### src/rtl/ct_ifu_vector_gen_pkg.sv
// ct_ifu_vector_gen_pkg: one-hot state encodings and vbr mode codes shared by the IFU vector engine
package ct_ifu_vector_gen_pkg;
  typedef enum logic [3:0] {
    ST_IDLE   = 4'b0001,
    ST_RESET  = 4'b0010,
    ST_CALC   = 4'b0100,
    ST_PCLOAD = 4'b1000
  } vec_st_e;
  localparam logic [1:0] MODE_VECT = 2'b01;
endpackage

### src/rtl/ct_ifu_vector_tgt.sv
// ct_ifu_vector_tgt: vbr set select and redirect-target adder
//   vbr_flat  all vbr sets, set i at [i*PC_WIDTH +: PC_WIDTH]
//   priv      target privilege; out-of-range falls back to set 0
//   vbr       captured vbr used for the target computation
//   vec       captured {int, cause}
//   rst_pc    reset vector in halfword units
//   vbr_sel   vbr set picked by priv
//   tgt       redirect target in halfword units
module ct_ifu_vector_tgt
  import ct_ifu_vector_gen_pkg::*;
#(
  parameter int PC_WIDTH = 40,
  parameter int VEC_W    = 5,
  parameter int NUM_PRIV = 2,
  parameter int PRIV_W   = 1
) (
  input  logic [NUM_PRIV*PC_WIDTH-1:0] vbr_flat,
  input  logic [PRIV_W-1:0]            priv,
  input  logic [PC_WIDTH-1:0]          vbr,
  input  logic [VEC_W:0]               vec,
  input  logic [PC_WIDTH-2:0]          rst_pc,
  output logic [PC_WIDTH-1:0]          vbr_sel,
  output logic [PC_WIDTH-2:0]          tgt
);
  logic [PC_WIDTH-2:0] base;
  logic [PC_WIDTH-2:0] ofs;
  always_comb begin
    vbr_sel = vbr_flat[PC_WIDTH-1:0];
    for (int i = 1; i < NUM_PRIV; i++)
      if (32'(priv) == i) vbr_sel = vbr_flat[i*PC_WIDTH +: PC_WIDTH];
  end
  assign base = {vbr[PC_WIDTH-1:2], 1'b0};
  // 4-byte vector entries are two halfwords, so the cause is shifted by one
  assign ofs  = (PC_WIDTH-1)'({vec[VEC_W-1:0], 1'b0});
  // sum is truncated to the halfword PC width, wrapping at the top of the VA
  assign tgt  = ~|vec ? rst_pc :
                (vbr[1:0] == MODE_VECT && vec[VEC_W]) ? base + ofs : base;
endmodule

### src/rtl/gated_clk_cell.sv
// gated_clk_cell: latch-based clock gate, enable captured while clk_in is low
//   clk_in             free-running clock
//   global_en          global gate enable, qualifies module_en/local_en
//   module_en          forces the clock on when set with global_en
//   local_en           functional enable from the owning block
//   pad_yy_icg_scan_en scan override, clock always on
//   clk_out            gated clock
module gated_clk_cell (
  input  logic clk_in,
  input  logic global_en,
  input  logic module_en,
  input  logic local_en,
  input  logic pad_yy_icg_scan_en,
  output logic clk_out
);
  logic en_lat;
  always_latch
    if (!clk_in) en_lat = (global_en & (module_en | local_en)) | pad_yy_icg_scan_en;
  assign clk_out = clk_in & en_lat;
endmodule

### src/rtl/ct_ifu_vector_gen.sv
// ct_ifu_vector_gen: IFU vector/redirect engine, exception redirect and reset invalidate sequencing
//   forever_cpuclk/cpurst_b          clock and async active-low reset
//   cp0_yy_clk_en/cp0_ifu_icg_en     clock-gate controls, pad_yy_icg_scan_en scan override
//   cp0_ifu_rvbr                     reset vector base
//   cp0_ifu_vbr_flat                 per-privilege vbr sets, [1:0] is the mode
//   cp0_ifu_rst_inv_done             icache invalidate complete
//   rtu_ifu_xx_expt_*                exception/interrupt redirect request
//   rtu_ifu_xx_dbgon                 debug entry, drops any pending redirect
//   ifu_cp0_rst_inv_req              one-cycle invalidate request
//   vector_pcgen_pc/pcload           redirect PC (halfword units) and its load strobe
//   *_reset_on/ifu_xx_sync_reset     high while in RESET
//   vector_ifctrl_sm_on/sm_start     engine busy indications
//   vector_debug_*                   one-hot state and saturating retry count
module ct_ifu_vector_gen
  import ct_ifu_vector_gen_pkg::*;
#(
  parameter int PC_WIDTH    = 40,
  parameter int VEC_W       = 5,
  parameter int NUM_PRIV    = 2,
  parameter int INV_TIMEOUT = 255,
  parameter int RETRY_W     = 4,
  parameter int PRIV_W      = (NUM_PRIV > 1) ? $clog2(NUM_PRIV) : 1
) (
  input  logic                         forever_cpuclk,
  input  logic                         cpurst_b,
  input  logic                         cp0_yy_clk_en,
  input  logic                         cp0_ifu_icg_en,
  input  logic                         pad_yy_icg_scan_en,
  input  logic [PC_WIDTH-1:0]          cp0_ifu_rvbr,
  input  logic [NUM_PRIV*PC_WIDTH-1:0] cp0_ifu_vbr_flat,
  input  logic                         cp0_ifu_rst_inv_done,
  input  logic                         rtu_ifu_xx_expt_vld,
  input  logic [VEC_W:0]               rtu_ifu_xx_expt_vec,
  input  logic [PRIV_W-1:0]            rtu_ifu_xx_expt_priv,
  input  logic                         rtu_ifu_xx_dbgon,
  output logic                         ifu_cp0_rst_inv_req,
  output logic                         ifu_xx_sync_reset,
  output logic [PC_WIDTH-2:0]          vector_pcgen_pc,
  output logic                         vector_pcgen_pcload,
  output logic                         vector_pcgen_reset_on,
  output logic                         vector_ifctrl_reset_on,
  output logic                         vector_ifctrl_sm_on,
  output logic                         vector_ifctrl_sm_start,
  output logic [3:0]                   vector_debug_cur_st,
  output logic [RETRY_W-1:0]           vector_debug_inv_retry
);
  localparam int CNT_W = $clog2(INV_TIMEOUT);
  vec_st_e             state_q, state_d;
  logic                entered_q, entered_d;
  logic                retry_req_q, retry_req_d;
  logic [CNT_W-1:0]    cnt_q, cnt_d;
  logic [RETRY_W-1:0]  retry_q, retry_d;
  logic [VEC_W:0]      vec_q, vec_d;
  logic [PC_WIDTH-1:0] vbr_q, vbr_d, vbr_sel;
  logic [PC_WIDTH-2:0] pc_q, pc_d, tgt, rst_pc;
  logic                is_rst, is_idle, is_calc, is_pcload;
  logic                rst_done, timeout, capture, sm_clk, pc_clk, unused_rvbr0;
  assign is_rst       = state_q == ST_RESET;
  assign is_idle      = state_q == ST_IDLE;
  assign is_calc      = state_q == ST_CALC;
  assign is_pcload    = state_q == ST_PCLOAD;
  assign rst_pc       = cp0_ifu_rvbr[PC_WIDTH-1:1];
  assign unused_rvbr0 = cp0_ifu_rvbr[0];
  assign rst_done     = is_rst & cp0_ifu_rst_inv_done;
  assign timeout      = is_rst & ~cp0_ifu_rst_inv_done & (cnt_q == CNT_W'(INV_TIMEOUT - 1));
  // redirects are never taken in RESET so the invalidate always completes
  assign capture      = rtu_ifu_xx_expt_vld & ~is_rst & ~rtu_ifu_xx_dbgon;
  gated_clk_cell x_sm_clk (
    .clk_in             (forever_cpuclk),
    .global_en          (cp0_yy_clk_en),
    .module_en          (cp0_ifu_icg_en),
    .local_en           (rtu_ifu_xx_expt_vld | ~is_idle),
    .pad_yy_icg_scan_en (pad_yy_icg_scan_en),
    .clk_out            (sm_clk)
  );
  gated_clk_cell x_pc_clk (
    .clk_in             (forever_cpuclk),
    .global_en          (cp0_yy_clk_en),
    .module_en          (cp0_ifu_icg_en),
    .local_en           (capture | is_calc | rst_done),
    .pad_yy_icg_scan_en (pad_yy_icg_scan_en),
    .clk_out            (pc_clk)
  );
  ct_ifu_vector_tgt #(
    .PC_WIDTH (PC_WIDTH),
    .VEC_W    (VEC_W),
    .NUM_PRIV (NUM_PRIV),
    .PRIV_W   (PRIV_W)
  ) x_tgt (
    .vbr_flat (cp0_ifu_vbr_flat),
    .priv     (rtu_ifu_xx_expt_priv),
    .vbr      (vbr_q),
    .vec      (vec_q),
    .rst_pc   (rst_pc),
    .vbr_sel  (vbr_sel),
    .tgt      (tgt)
  );
  always_comb begin
    state_d     = is_rst ? (cp0_ifu_rst_inv_done ? ST_IDLE : ST_RESET) :
                  rtu_ifu_xx_dbgon    ? ST_IDLE :
                  rtu_ifu_xx_expt_vld ? ST_CALC :
                  is_calc             ? ST_PCLOAD : ST_IDLE;
    entered_d   = entered_q | is_rst;
    retry_req_d = timeout;
    cnt_d       = (is_rst & ~cp0_ifu_rst_inv_done & ~timeout) ? cnt_q + CNT_W'(1) : '0;
    retry_d     = retry_q + RETRY_W'(timeout & ~&retry_q);
    vec_d       = capture ? rtu_ifu_xx_expt_vec : vec_q;
    vbr_d       = capture ? vbr_sel : vbr_q;
    pc_d        = is_rst ? rst_pc : is_calc ? tgt : pc_q;
  end
  always_ff @(posedge sm_clk or negedge cpurst_b)
    if (!cpurst_b) begin
      state_q     <= ST_RESET;
      entered_q   <= 1'b0;
      retry_req_q <= 1'b0;
      cnt_q       <= '0;
      retry_q     <= '0;
    end else begin
      state_q     <= state_d;
      entered_q   <= entered_d;
      retry_req_q <= retry_req_d;
      cnt_q       <= cnt_d;
      retry_q     <= retry_d;
    end
  always_ff @(posedge pc_clk or negedge cpurst_b)
    if (!cpurst_b) begin
      vec_q <= '0;
      vbr_q <= '0;
      pc_q  <= '0;
    end else begin
      vec_q <= vec_d;
      vbr_q <= vbr_d;
      pc_q  <= pc_d;
    end
  // first RESET cycle issues the request; timeouts re-issue it a cycle later
  assign ifu_cp0_rst_inv_req    = (is_rst & ~entered_q) | retry_req_q;
  assign ifu_xx_sync_reset      = is_rst;
  assign vector_pcgen_reset_on  = is_rst;
  assign vector_ifctrl_reset_on = is_rst;
  assign vector_ifctrl_sm_on    = ~is_idle;
  assign vector_ifctrl_sm_start = (~is_idle & ~is_rst) | rtu_ifu_xx_expt_vld;
  assign vector_pcgen_pcload    = rst_done | (is_pcload & ~rtu_ifu_xx_expt_vld & ~rtu_ifu_xx_dbgon);
  assign vector_pcgen_pc        = rst_done ? rst_pc : pc_q;
  assign vector_debug_cur_st    = state_q;
  assign vector_debug_inv_retry = retry_q;
endmodule

### config.mk
export PLATFORM = sky130hd
export DESIGN_NAME = ct_ifu_vector_gen
export DESIGN_NICKNAME = d
export VERILOG_FILES = /design/src/rtl/ct_ifu_vector_gen_pkg.sv /design/src/rtl/ct_ifu_vector_tgt.sv /design/src/rtl/gated_clk_cell.sv /design/src/rtl/ct_ifu_vector_gen.sv
export SDC_FILE = /design/constraint.sdc
export NUM_CORES = 1
export LEC_CHECK = 0
export ABC_AREA = 0
export BUFFER_PORTS_ARGS = -buffer_cell sky130_fd_sc_hd__buf_2
export CORE_ASPECT_RATIO = 0.6
export CORE_MARGIN = 1
export CORE_UTILIZATION = 50
export CTS_CLUSTER_DIAMETER = 120
export CTS_CLUSTER_SIZE = 40
export DETAILED_ROUTE_END_ITERATION = 16
export HOLD_SLACK_MARGIN = 0.05
export PLACE_DENSITY_LB_ADDON = 0.25
export SYNTH_ARGS = -nofsm -noshare
export SYNTH_HDL_FRONTEND = slang
export SYNTH_SLANG_ARGS = --single-unit
### constraint.sdc
create_clock -name vclk -period 1.35
set_input_delay 0.0675 -clock vclk [all_inputs]
set_output_delay 0.0675 -clock vclk [all_outputs]
set_load 0.05 [all_outputs]
==> reports/results.ini <==
[final_layout]
area_growth_syn_to_layout_pct=17.6
multiInputGateArea_um2=3180
final_area_um2=7030
layout-drive-gt1-share=0.326
final_common_cell=buf_2
fin_nets=930
seq_area_um2=2610
antenna_cells=0
final_cell_mix=187 x buf_2, 102 x dfrtp_1, 88 x nor2_1, 84 x a21oi_1, 42 x mux2_2
fill_cells=988

[die]
core_area_um2=11400
ios=189
die_width_um=143
start_util=0.522
die_y_um=86.7
die_area_um2=12400
rows=30

[routing]
wire_per_inst_um=16.1
num_vias=5199
drt_wl_total_um=15200
initialDrtViolationCount=339
via_per_inst=5.51
detail-route-antenna-nets=0
first_pass_iters=5
drc=0

[sta]
untimed_endpoints=118
period_share=0.850
finalWorstPathRequiredPeriod_ps=1150
fin_tns_setup_ps=0
rsz0062_at_grt=false
slew_viol_final=0
setup_viol=0
worstMarginPinSlew_ps=1170
slew_headroom=0.220
hold_viol_final=0
finalWorstSetupSlack_ps=202
clock.fmax_ghz=0.871
whs_ps=584
unclocked_pins=105

[synthesis]
syn_avg_cell_area_um2=9.53
synth-seq-cells=105
synthesis.nets=772
synth_cells=627
synth_cell_types=50
ys_async_sr_fraction=0.981
synth_edf_count=0
yosys.area.top_type=dfrtp_1
ys.flop_type=dfrtp_1
synth_top_area_frac=0.427
yosys_warnings=0
synthTopCellsByArea=dfrtp_1 43%, mux2_2 7.9%, a21oi_1 7.0%, mux2i_1 6.9%, nor2_1 5.5%
syn_area_um2=5980

[pwr]
vdd_drop_max_uv=187
p_seq_frac=0.220
power_leakage_nw=3.26
pwr-share-clk=0
internal-power_mw=0.568
p_sw_mw=0.610
p_sw_frac=0.518
comb_power_share=0.780
power_density_nw_per_um2=168

[global_routing]
track_usage=0.244
grt_overflow=0
grt_pass1_vias=4966
grt_pass1_wl_um=24300
grt_max_degree=88
antenna_found_initial=0

[min_path]
worstHoldEndpoint=vector_pcgen_pc[36]
min_from=cp0_ifu_rvbr[37]
holdPathStages=3
hold_class=primary input to primary output

[worst_setup_path]
critical_path_class=primary input to primary output
required_ps=1280
critical_path.max_fanout=14
cp.arrival_ps=1080
cp-start-kind=primary input
critPathLaunch=cp0_ifu_rst_inv_done
end_kind=primary output

[clock_tree]
cts_setup_buffers=0
ctsResizeCount=0
cts_hold_buffers=0

[placed_design]
io_buffers=188
post_dp_cell_area_um2=7030
hpwl_um=11500
gp_congestion=0.877
pre_cts_ws_ps=198

[run_status]
status=completed

[flow_run]
maxCapViolCount=0

-- layer usage --
| layer | up-vias | GRT usage | part of all wire |
|---|---|---|---|
| li1 | 2519 | - | - |
| met1 | 2451 | 0.387 | 0.49 |
| met2 | 221 | 0.391 | 0.44 |
| met3 | 8 | 0.00552 | 0.064 |
| met4 | 0 | 0.0127 | 0.0024 |
| met5 | - | 0 | 0 |
-- area by class of cell --
| class | instances | area share |
|---|---|---|
| Sequential cell | 105 | 0.371 |
| Inverter | 4 | 0.00214 |
| Multi-Input combinational cell | 477 | 0.452 |
| Timing Repair Buffer | 197 | 0.146 |
| Tap cell | 160 | 0.0285 |
-- synthesized netlist by cell type (2+ instances only) --
| cell | n |
|---|---|
| dfrtp_1 | 102 |
| nor2_1 | 88 |
| a21oi_1 | 84 |
| mux2_2 | 42 |
| mux2i_1 | 41 |
| nand2_1 | 34 |
| xor2_1 | 31 |
| o22ai_1 | 28 |
| nand3_1 | 25 |
| clkbuf_1 | 23 |
| and3_1 | 13 |
| xnor2_1 | 12 |
| buf_2 | 11 |
| o21ai_0 | 10 |
| ha_1 | 9 |
| nand4_1 | 8 |
| and2_1 | 6 |
| buf_4 | 5 |
| nor3_1 | 4 |
| o211ai_1 | 4 |
| and4_1 | 3 |
| inv_1 | 3 |
| mux2_1 | 3 |
| nand2b_1 | 3 |
| o31ai_1 | 3 |
| a211oi_1 | 2 |
| a21o_1 | 2 |
| a31oi_1 | 2 |
| dlxtn_1 | 2 |
| nor2b_1 | 2 |
| o21ai_1 | 2 |
| o21bai_1 | 2 |
-- critical path, stage by stage --
cell and delay, ps:
buf_2 110, nand2_2 80, buf_4 240, mux2_2 360, buf_2 210
-- per-stage QoR --
step | util | total power, mW | std cells
5_1_grt | 0.614 | 1.28 | 943
6_report | 0.614 | 1.18 | 943
3_5_place_dp | 0.614 | 1.18 | 943
2_1_floorplan | - | 0.759 | 627
4_1_cts | 0.614 | 1.18 | 943
3_3_place_gp | 0.614 | 1.14 | 943
-- flip-flops by register name, summed over array words and instances, names as in the netlist, 4 cells and up --
| name | cells |
|---|---|
| vbr_q | 40 |
| pc_q | 39 |
| cnt_q | 8 |
| vec_q | 6 |
| vector_debug_cur_st | 4 |
| vector_debug_inv_retry | 4 |
-- power groups by stage --
| stage | sequential [mW] | clock (mW) | combinational (mW) |
|---|---|---|---|
| after global placement | 0.255 | 0 | 0.889 |
| final | 0.259 | 0 | 0.918 |
| after global routing | 0.266 | 0 | 1.01 |
| after CTS | 0.259 | 0 | 0.925 |
| after detailed placement | 0.258 | 0 | 0.921 |
| after floorplan | 0.251 | 0 | 0.508 |
-- kinds of logic (layout without fill, tap and decap cells) --
logic type      after synthesis  count (layout)  synth area share
flops                       103             103             0.432
latches                       2               2           0.00503
mux                          86              86             0.153
fa+ha+maj                    10              10            0.0222
buf+inv                      45             201            0.0350
xor+xnor                     43              43            0.0630
compound gates              142             142             0.134
simple gates                196             196             0.156
-- worst max-delay path by stage --
| stage | end | slack (ps) | depth (start not counted) |
|---|---|---|---|
| after floorplan | vector_pcgen_pc[31] | 180 | 4 |
| after global placement | vector_pcgen_pc[12] | 220 | 5 |
| after detailed placement | vector_pcgen_pc[11] | 200 | 5 |
| after CTS | vector_pcgen_pc[11] | 200 | 5 |
| after global routing | vector_pcgen_pc[13] | 150 | 5 |
| final | vector_pcgen_pc[1] | 200 | 5 |
(Power assumes the default switching activity.)
